==> config.mk <==
export PLATFORM = sky130hd
export DESIGN_NAME = serial_decoder_flat
export DESIGN_NICKNAME = d
export VERILOG_FILES = /design/src/rtl/debug_pkg.sv /design/src/rtl/serial_decoder_if.sv /design/src/rtl/serial_decoder_reply_serializer.sv /design/src/rtl/serial_decoder.sv /design/src/flat_wrapper.sv
export SDC_FILE = /design/constraint.sdc
export NUM_CORES = 1
export LEC_CHECK = 0
export ABC_CLOCK_PERIOD_IN_PS = 2960
export CELL_PAD_IN_SITES_DETAIL_PLACEMENT = 1
export CELL_PAD_IN_SITES_GLOBAL_PLACEMENT = 1
export CORE_AREA = 2 2 181 183
export CTS_BUF_LIST = sky130_fd_sc_hd__clkbuf_4 sky130_fd_sc_hd__clkbuf_8 sky130_fd_sc_hd__clkbuf_16
export CTS_CLUSTER_DIAMETER = 200
export CTS_CLUSTER_SIZE = 14
export DETAILED_ROUTE_END_ITERATION = 8
export DIE_AREA = 0 0 183 185
export DONT_BUFFER_PORTS = 1
export GPL_TIMING_DRIVEN = 0
export PLACE_DENSITY_LB_ADDON = 0.1
export SETUP_SLACK_MARGIN = 0.5
export SLEW_MARGIN = 20
export SYNTH_ARGS = -nofsm -noshare
export SYNTH_HDL_FRONTEND = slang
export SYNTH_HIERARCHICAL = 1
export SYNTH_SLANG_ARGS = --single-unit
==> constraint.sdc <==
create_clock -name clk -period 2.96 [get_ports clk]
set_clock_uncertainty 0.15 [all_clocks]
set_input_delay 0.74 -clock clk [delete_from_list [all_inputs] [get_ports clk]]
set_output_delay 0.74 -clock clk [all_outputs]
set_load 0.02 [all_outputs]
==> src/rtl/debug_pkg.sv <==
// Debug-protocol definitions shared by the serial decoder and the debug controller:
// function codes, default reply bytes and the per-command frame/reply length lookup.
package debug_pkg;

    typedef enum logic [3:0] {
        FN_PAUSE     = 4'h1,
        FN_RESUME    = 4'h2,
        FN_STEP      = 4'h3,
        FN_RESET     = 4'h4,
        FN_STATUS    = 4'h5,
        FN_RD_REG    = 4'h6,
        FN_RD_WORD   = 4'h7,
        FN_RD_BYTE   = 4'h8,
        FN_SET_BP    = 4'h9,
        FN_CLR_BP    = 4'hA,
        FN_WR_REG    = 4'hB,
        FN_WR_WORD   = 4'hC,
        FN_WR_BYTE   = 4'hD
    } fn_e;

    localparam logic [7:0] ACK_DEFAULT = 8'hA5;
    localparam logic [7:0] NAK_DEFAULT = 8'hEE;

    function automatic logic cmd_byte_ok(input logic [7:0] b);
        return (b[7:4] == 4'h0) && (b[3:0] >= FN_PAUSE) && (b[3:0] <= FN_WR_BYTE);
    endfunction

    function automatic logic [2:0] addr_bytes(input logic [3:0] c);
        return (c >= FN_RD_REG && c <= FN_WR_BYTE) ? 3'd4 : 3'd0;
    endfunction

    function automatic logic [2:0] data_bytes(input logic [3:0] c);
        return (c >= FN_WR_REG && c <= FN_WR_BYTE) ? 3'd4 : 3'd0;
    endfunction

    // Reads return the full 32-bit word; every other accepted command gets one ACK byte.
    function automatic logic [2:0] reply_bytes(input logic [3:0] c);
        return (c >= FN_STATUS && c <= FN_RD_BYTE) ? 3'd4 : 3'd1;
    endfunction

endpackage

==> src/rtl/serial_decoder_if.sv <==
// Signal bundle between the serial decoder and its environment (UART rx/tx and debug controller).
interface serial_decoder_if;
    logic [7:0]  rx_data;
    logic        rx_valid;
    logic [7:0]  tx_data;
    logic        tx_start;
    logic        tx_busy;
    logic [3:0]  cmd;
    logic [31:0] addr;
    logic [31:0] wr_data;
    logic        out_valid;
    logic        ctrlr_busy;
    logic [31:0] rd_data;
    logic        error;

    modport slave (
        input  rx_data, rx_valid, tx_busy, ctrlr_busy, rd_data,
        output tx_data, tx_start, cmd, addr, wr_data, out_valid, error
    );

    modport master (
        output rx_data, rx_valid, tx_busy, ctrlr_busy, rd_data,
        input  tx_data, tx_start, cmd, addr, wr_data, out_valid, error
    );
endinterface

==> src/rtl/serial_decoder_reply_serializer.sv <==
// Loads a reply of 1..4 bytes and hands it to the UART transmitter MSB first,
// never starting on two consecutive cycles so the transmitter has time to raise busy.
module reply_serializer (
    input  logic        clk,
    input  logic        rst,
    input  logic        load_i,
    input  logic [31:0] load_word_i,
    input  logic [2:0]  load_len_i,
    input  logic        tx_busy_i,
    output logic [7:0]  tx_data_o,
    output logic        tx_start_o,
    output logic        last_o
);
    logic [31:0] shift_q;
    logic [2:0]  left_q;
    logic [7:0]  tx_data_q;
    logic        tx_start_q;
    logic        send;

    assign send   = (left_q != 3'd0) && !tx_busy_i && !tx_start_q;
    assign last_o = send && (left_q == 3'd1);

    always_ff @(posedge clk) begin
        if (rst) begin
            shift_q    <= 32'h0;
            left_q     <= 3'd0;
            tx_data_q  <= 8'h00;
            tx_start_q <= 1'b0;
        end else begin
            tx_start_q <= send;
            if (load_i) begin
                shift_q <= load_word_i;
                left_q  <= load_len_i;
            end else if (send) begin
                tx_data_q <= shift_q[31:24];
                shift_q   <= {shift_q[23:0], 8'h00};
                left_q    <= left_q - 3'd1;
            end
        end
    end

    assign tx_data_o  = tx_data_q;
    assign tx_start_o = tx_start_q;
endmodule

==> src/rtl/serial_decoder.sv <==
// Debug-link frame decoder: parses command/address/data bytes from the UART, issues one
// command to the debug controller and returns the read word, ACK or NAK.
//
// state   | meaning
// S_IDLE  | waiting for a command byte
// S_ADDR  | collecting 4 address bytes, MSB first
// S_DATA  | collecting 4 write-data bytes, MSB first
// S_ISSUE | frame complete, waiting for the controller to go idle
// S_WAIT  | command issued, waiting for the controller to finish
// S_REPLY | reply bytes being handed to the UART
module serial_decoder
    import debug_pkg::*;
#(
    parameter int unsigned TIMEOUT_CYCLES = 1000000,
    parameter logic [7:0]  ACK_BYTE       = ACK_DEFAULT,
    parameter logic [7:0]  NAK_BYTE       = NAK_DEFAULT
) (
    input  logic            clk,
    input  logic            rst,
    serial_decoder_if.slave bus
);
    localparam int TMO_W = ($clog2(TIMEOUT_CYCLES) > 20) ? $clog2(TIMEOUT_CYCLES) : 20;
    localparam logic [TMO_W-1:0] TMO_LAST = TMO_W'(TIMEOUT_CYCLES - 1);

    typedef enum logic [2:0] {S_IDLE, S_ADDR, S_DATA, S_ISSUE, S_WAIT, S_REPLY} state_e;

    state_e           state_q;
    logic [3:0]       cmd_q;
    logic [31:0]      addr_q;
    logic [31:0]      wr_data_q;
    logic [31:0]      rd_q;
    logic             out_valid_q;
    logic             error_q;
    logic             ld_q;
    logic [2:0]       ld_len_q;
    logic [7:0]       ld_byte_q;
    logic [1:0]       byte_cnt_q;
    logic [TMO_W-1:0] tmo_q;

    logic [3:0]  rx_cmd;
    logic [31:0] ser_word;
    logic        ser_last;
    logic [7:0]  ser_tx_data;
    logic        ser_tx_start;

    assign rx_cmd   = bus.rx_data[3:0];
    assign ser_word = (ld_len_q == 3'd4) ? rd_q : {ld_byte_q, 24'h0};

    always_ff @(posedge clk) begin
        if (rst) begin
            state_q     <= S_IDLE;
            cmd_q       <= 4'h0;
            addr_q      <= 32'h0;
            wr_data_q   <= 32'h0;
            rd_q        <= 32'h0;
            out_valid_q <= 1'b0;
            error_q     <= 1'b0;
            ld_q        <= 1'b0;
            ld_len_q    <= 3'd0;
            ld_byte_q   <= 8'h00;
            byte_cnt_q  <= 2'd0;
            tmo_q       <= '0;
        end else begin
            out_valid_q <= 1'b0;
            error_q     <= 1'b0;
            ld_q        <= 1'b0;
            case (state_q)
                S_IDLE: begin
                    if (bus.rx_valid) begin
                        if (!cmd_byte_ok(bus.rx_data)) begin
                            error_q   <= 1'b1;
                            ld_q      <= 1'b1;
                            ld_len_q  <= 3'd1;
                            ld_byte_q <= NAK_BYTE;
                            state_q   <= S_REPLY;
                        end else begin
                            cmd_q      <= rx_cmd;
                            addr_q     <= 32'h0;
                            wr_data_q  <= 32'h0;
                            byte_cnt_q <= 2'd0;
                            tmo_q      <= '0;
                            // Skip S_ISSUE when the controller is already free: 1-cycle latency.
                            if (addr_bytes(rx_cmd) != 3'd0) begin
                                state_q <= S_ADDR;
                            end else if (!bus.ctrlr_busy) begin
                                out_valid_q <= 1'b1;
                                state_q     <= S_WAIT;
                            end else begin
                                state_q <= S_ISSUE;
                            end
                        end
                    end
                end
                S_ADDR, S_DATA: begin
                    if (bus.rx_valid) begin
                        tmo_q      <= '0;
                        byte_cnt_q <= byte_cnt_q + 2'd1;
                        if (state_q == S_ADDR) addr_q    <= {addr_q[23:0], bus.rx_data};
                        else                   wr_data_q <= {wr_data_q[23:0], bus.rx_data};
                        if (byte_cnt_q == 2'd3) begin
                            if (state_q == S_ADDR && data_bytes(cmd_q) != 3'd0) begin
                                state_q <= S_DATA;
                            end else if (!bus.ctrlr_busy) begin
                                out_valid_q <= 1'b1;
                                state_q     <= S_WAIT;
                            end else begin
                                state_q <= S_ISSUE;
                            end
                        end
                    end else if (tmo_q == TMO_LAST) begin
                        error_q    <= 1'b1;
                        tmo_q      <= '0;
                        byte_cnt_q <= 2'd0;
                        state_q    <= S_IDLE;
                    end else begin
                        tmo_q <= tmo_q + TMO_W'(1);
                    end
                end
                S_ISSUE: begin
                    if (bus.rx_valid) error_q <= 1'b1;
                    if (!bus.ctrlr_busy) begin
                        out_valid_q <= 1'b1;
                        state_q     <= S_WAIT;
                    end
                end
                S_WAIT: begin
                    if (bus.rx_valid) error_q <= 1'b1;
                    // Busy is only meaningful from the cycle after the out_valid strobe.
                    if (!out_valid_q && !bus.ctrlr_busy) begin
                        rd_q      <= bus.rd_data;
                        ld_q      <= 1'b1;
                        ld_len_q  <= reply_bytes(cmd_q);
                        ld_byte_q <= ACK_BYTE;
                        state_q   <= S_REPLY;
                    end
                end
                S_REPLY: begin
                    if (bus.rx_valid) error_q <= 1'b1;
                    if (ser_last) state_q <= S_IDLE;
                end
                default: state_q <= S_IDLE;
            endcase
        end
    end

    reply_serializer u_reply (
        .clk        (clk),
        .rst        (rst),
        .load_i     (ld_q),
        .load_word_i(ser_word),
        .load_len_i (ld_len_q),
        .tx_busy_i  (bus.tx_busy),
        .tx_data_o  (ser_tx_data),
        .tx_start_o (ser_tx_start),
        .last_o     (ser_last)
    );

    assign bus.tx_data   = ser_tx_data;
    assign bus.tx_start  = ser_tx_start;
    assign bus.cmd       = cmd_q;
    assign bus.addr      = addr_q;
    assign bus.wr_data   = wr_data_q;
    assign bus.out_valid = out_valid_q;
    assign bus.error     = error_q;
endmodule
==> src/flat_wrapper.sv <==
// flat-port wrapper written by rule: the top's interface ports become plain ports
module serial_decoder_flat import debug_pkg::*;
#(
    parameter int unsigned TIMEOUT_CYCLES = 1000000,
    parameter logic [7:0]  ACK_BYTE       = ACK_DEFAULT,
    parameter logic [7:0]  NAK_BYTE       = NAK_DEFAULT
)
  (clk, rst, bus_rx_data, bus_rx_valid, bus_tx_busy, bus_ctrlr_busy, bus_rd_data, bus_tx_data, bus_tx_start, bus_cmd, bus_addr, bus_wr_data, bus_out_valid, bus_error);
  serial_decoder_if bus_i ();
  input  logic clk;
  input  logic rst;
  input wire logic [$bits(bus_i.rx_data)-1:0] bus_rx_data;
  input wire logic [$bits(bus_i.rx_valid)-1:0] bus_rx_valid;
  input wire logic [$bits(bus_i.tx_busy)-1:0] bus_tx_busy;
  input wire logic [$bits(bus_i.ctrlr_busy)-1:0] bus_ctrlr_busy;
  input wire logic [$bits(bus_i.rd_data)-1:0] bus_rd_data;
  output wire logic [$bits(bus_i.tx_data)-1:0] bus_tx_data;
  output wire logic [$bits(bus_i.tx_start)-1:0] bus_tx_start;
  output wire logic [$bits(bus_i.cmd)-1:0] bus_cmd;
  output wire logic [$bits(bus_i.addr)-1:0] bus_addr;
  output wire logic [$bits(bus_i.wr_data)-1:0] bus_wr_data;
  output wire logic [$bits(bus_i.out_valid)-1:0] bus_out_valid;
  output wire logic [$bits(bus_i.error)-1:0] bus_error;
  assign bus_i.rx_data = bus_rx_data;
  assign bus_i.rx_valid = bus_rx_valid;
  assign bus_i.tx_busy = bus_tx_busy;
  assign bus_i.ctrlr_busy = bus_ctrlr_busy;
  assign bus_i.rd_data = bus_rd_data;
  assign bus_tx_data = bus_i.tx_data;
  assign bus_tx_start = bus_i.tx_start;
  assign bus_cmd = bus_i.cmd;
  assign bus_addr = bus_i.addr;
  assign bus_wr_data = bus_i.wr_data;
  assign bus_out_valid = bus_i.out_valid;
  assign bus_error = bus_i.error;
  serial_decoder #(.TIMEOUT_CYCLES(TIMEOUT_CYCLES), .ACK_BYTE(ACK_BYTE), .NAK_BYTE(NAK_BYTE)) u_core (.clk(clk), .rst(rst), .bus(bus_i));
endmodule
==> impl.org <==
** Run status
- The flow ran to the end, and the final reports show no timing, DRC or antenna violations.

** Worst hold path
- The worst hold path begins at bus_rd_data[22].
- Type of the worst min-delay path :: in -> reg
- The worst hold path passes through 2 cells.

** Setup path
- The worst setup path is launched from a register.
- The most critical setup path has its startpoint at u_core/u_reply/left_q[0]$_SDFFE_PP0P_.
- The worst register-to-register path begins at u_core/u_reply/left_q[0]$_SDFFE_PP0P_.
- The number of cells on the worst reg-to-reg path is 11.
- Among cell families on the critical path, the largest total delay comes from simple AND/OR/NAND/NOR gates.
- Register-to-register setup slack :: approximately 0.63 ns
- Crit-path slowest cell :: dfxtp_1
- Slowest cell delay on critical path :: 0.34 ns
- Data on the critical path arrives at its endpoint at 2.50 ns.
- In this run the worst path has a maximum fanout of 6.
- Category of the critical setup timing path :: reg -> reg
- Worst path bufs/invs :: 2
- Data on the critical path is required at its endpoint by about 3.1 ns.
- Crit path capture type :: register
- Sequence of cells on the critical path :: inv_1 -> ha_2 -> ha_4 -> nor3_4 -> buf_6 -> and3_2 -> nor3b_1 -> o21ai_1 -> o311a_1 -> nand2_2 -> mux2i_1
- The critical path runs through a total of 11 cells.

** Clock network
- Cts-stage hold buffer count :: 0
- Worst-skew pair later-pin latency :: between 0.4 and 0.5 ns
- Counting along the longest clock path gives a buffer depth of 2.
- Master cell of the clock root buffer :: clkbuf_16
- Clock tree synthesis inserted a total of 17 buffers.
- The H-tree generated during clock tree synthesis spans 4 levels.
- The tree built by TritonCTS fans out to about 180 sinks.
- TritonCTS built the clock tree.
- After clock tree synthesis, the clock-pin slew on the worst setup and hold paths is around 0.07 ns.

** Logic synthesis
- Sequential fraction of the synthesis area :: 0.4477
- In this run, synthesis inferred 0 flip-flops with an integrated enable.
- Most common cell in the netlist :: nand2_1
- Distinct cell type count of the synthesized netlist :: 62
- Netlist area before placement :: about 0.0079 sq mm
- Of the post-synthesis cell area, the dominant cell type holds 0.4477.
- Top cells by area, synth :: dfxtp_1 (45%), nand2_1 (9.6%), a21oi_1 (8.1%)
- Synthesized area divided by synthesized cell count :: 8.245 sq um
- Most numerous cell types in the synthesized netlist :: nand2_1 (202), dfxtp_1 (177), a21oi_1 (128)
- Dominant cell type by area after synthesis :: dfxtp_1
- Counting flops with an async set or reset pin after synthesis yields a share of 0.
- During synthesis, Yosys emitted a total of 6 warnings.
- After synthesis the netlist holds a flip-flop and latch count of 177.
- Synthesized instance count :: 960
- The number of nets handed over by synthesis was 1010.
- Most used DFF post-synth :: dfxtp_1

** Route
- Drt first-iter violations :: about 260
- The first detailed-routing pass took 4 iterations.
- Wires add up to 26380 microns.
- After detailed routing, the average wire length per cell comes to around 19 microns.
- The routed layout has 6657 vias.
- Antenna Violating Nets Remaining :: 0
- In the routed layout, each cell is associated on average with a via count of about 4.7.
- Final routed DRC violation total :: 0

** Timing
- At the pin with the least slew margin, the transition time is roughly 0.89 ns.
- Final Max Slew Viols :: 0
- Final period util :: 0.7860
- Achievable Freq :: between 0.4 and 0.5 GHz
- The number of hold violations in the final report came to 0.
- Slew headroom :: 0.4036
- Count of endpoints failing setup in the final report :: 0
- Unrepaired setup endpoints after global routing :: true
- Summed negative setup slack over all endpoints :: 0 ns
- Minimum clock period after layout :: ~2.3 ns
- Hold timing on the final database bottoms out at a slack of between 0.2 and 0.3 ns.

** Floorplan
- Effective utilization at floorplan :: 0.2470
- Chip width :: approximately 180 microns
- approximately 120 I/O pins were placed.
- The die covers about 0.034 sq mm.
- Std cell rows :: 66
- Measured along the y axis, the die boundary spans between 150 and 200 microns.
- Floorplan Core Area :: roughly 0.032 sq mm

** Finish
- Measured on the finished design, the core utilization comes to 0.2835.
- After filler insertion, the fill cell instance count of the layout stands at between 3k and 4k.
- Layout cells sized above 1 :: 0.1394
- Diode insertion count for antenna repair :: 0
- Synthesis-to-layout area growth :: 14.76%
- Count of nets after finishing :: 1034

** Pwr
- VDD sags by at most around 410 uV.
- Power density of the placed cells :: about 840 mW/mm^2
- Leakage power figure :: between 2 and 3 nW

** Global routing
- The initial antenna violation count was 0.
- Global-route congestion overflow total :: 0
- Vias in the first global route :: between 6k and 7k
- Largest net degree at the start of global routing :: 17
- First-pass GRT wire length :: between 40000 and 50000 microns
- For this run, the total global-route usage over all layers was measured as 0.1597.

** Placement
- Placer Congestion :: roughly 0.76
- Number of buffers added on ports :: 0
- The HPWL after detailed placement is 19540 microns.

** Flow run
- Max-cap violation count :: 0
[cell usage in the layout (no fill, tap or decap), types with 6 or more instances in the layout]
cell,count
inv_1,39
clkbuf_2,8
nor3_2,21
mux2i_1,7
buf_2,23
and2_1,34
nand3b_1,9
dfxtp_1,177
a21oi_1,128
buf_4,6
clkbuf_16,17
clkinvlp_4,6
o21ai_0,10
xnor2_1,13
nor2_1,32
nand2_1,201
nor4_1,9
or3_1,11
nor3_1,34
nand3_1,61
clkbuf_1,31
buf_6,6
a2111oi_2,21
[registers in the layout, indices dropped and copies added, names as in the netlist, 2 cells and up]
name / cells
u_core/state_q: 3
u_core/u_reply/tx_data_o: 8
u_core/tmo_q: 20
u_core/u_reply/left_q: 3
u_core/bus.addr: 32
u_core/bus.cmd: 4
u_core/u_reply/shift_q: 32
u_core/rd_q: 32
u_core/byte_cnt_q: 2
u_core/ld_byte_q: 3
u_core/ld_len_q: 2
u_core/bus.wr_data: 32
[worst reg2reg max path: cells and delay by family, from the launching register on]
family	cells	cell delay, ns
AO/OA/AOI/OAI	2	0.42
adder cells (fa/ha/maj)	2	0.39
buffers and inverters	2	0.22
flip-flops	1	0.34
multiplexers	1	0.15
AND/OR/NAND/NOR	4	0.55
[timing repair]
action                     CTS  global route
cloned                       0             0
pin swaps                    1             3
buffers inserted             1             4
resized for setup            3            20
setup endpoints to repair   28            67
[layer usage]
metal  up-vias  routed length, microns  global-route usage
li1       3338                       -                   -
met1      3229                   12250              0.2031
met2        73                   12840              0.2680
met3        17                    1033             0.04267
met4         0                     266             0.04128
met5         -                       0                   0
[per-stage QoR]
step                      setup WS [ns]  instances  cell area [sq um]  total power [mW]
after floorplan                  0.5626        960               7915             4.629
after global placement          0.02158       1368               8426             5.305
after detailed placement        0.06633       1368               8426             5.309
after CTS                        0.5080       1401               9025             7.686
after global routing             0.4834       1405               9084             8.119
final                            0.6335       1405               9084             7.611
[area by class of cell]
| type | instances | area [sq um] | area share |
|---|---|---|---|
| multi-input cells | 670 | 3894 | 0.4286 |
| flip-flops and latches | 177 | 3543 | 0.3901 |
| well taps | 408 | 510.5 | 0.05620 |
| clock buffers | 21 | 474.2 | 0.05220 |
| plain buffers | 74 | 372.9 | 0.04105 |
| inverters | 39 | 146.4 | 0.01612 |
| clock inverters | 11 | 105.1 | 0.01157 |
| repair buffers | 5 | 37.54 | 0.004132 |
[final timing paths]
kind	endpoint
worst min register to register	u_core/rd_q[13]$_SDFFE_PP0P_
worst max-delay path	u_core/state_q[0]$_SDFFE_PP0P_
worst max register to register	u_core/state_q[0]$_SDFFE_PP0P_
worst min-delay path	u_core/rd_q[22]$_SDFFE_PP0P_
[where the power goes]
group	switching [mW]	internal (mW)	leakage, nW	total [mW]
registers	0.229	2.67	1.43	2.90
logic	1.58	0.842	1.24	2.42
clock network	1.05	1.24	0.269	2.29
[logic make-up (layout without fill, tap and decap cells)]
| group | Yosys count | after routing | share of synthesized area |
|---|---|---|---|
| DFF | 177 | 177 | 0.4477 |
| muxes | 7 | 7 | 0.008853 |
| AOI/OAI and AO/OA | 192 | 192 | 0.1638 |
| and+or+nand+nor | 451 | 451 | 0.2915 |
| xor gates and xnor gates | 14 | 14 | 0.01549 |
| other | 1 | 1 | 0.0004738 |
| buffers and inverters | 113 | 150 | 0.06434 |
| adders and majority gates | 5 | 5 | 0.007904 |
No activity file was read; power rests on OpenSTA's default activity.
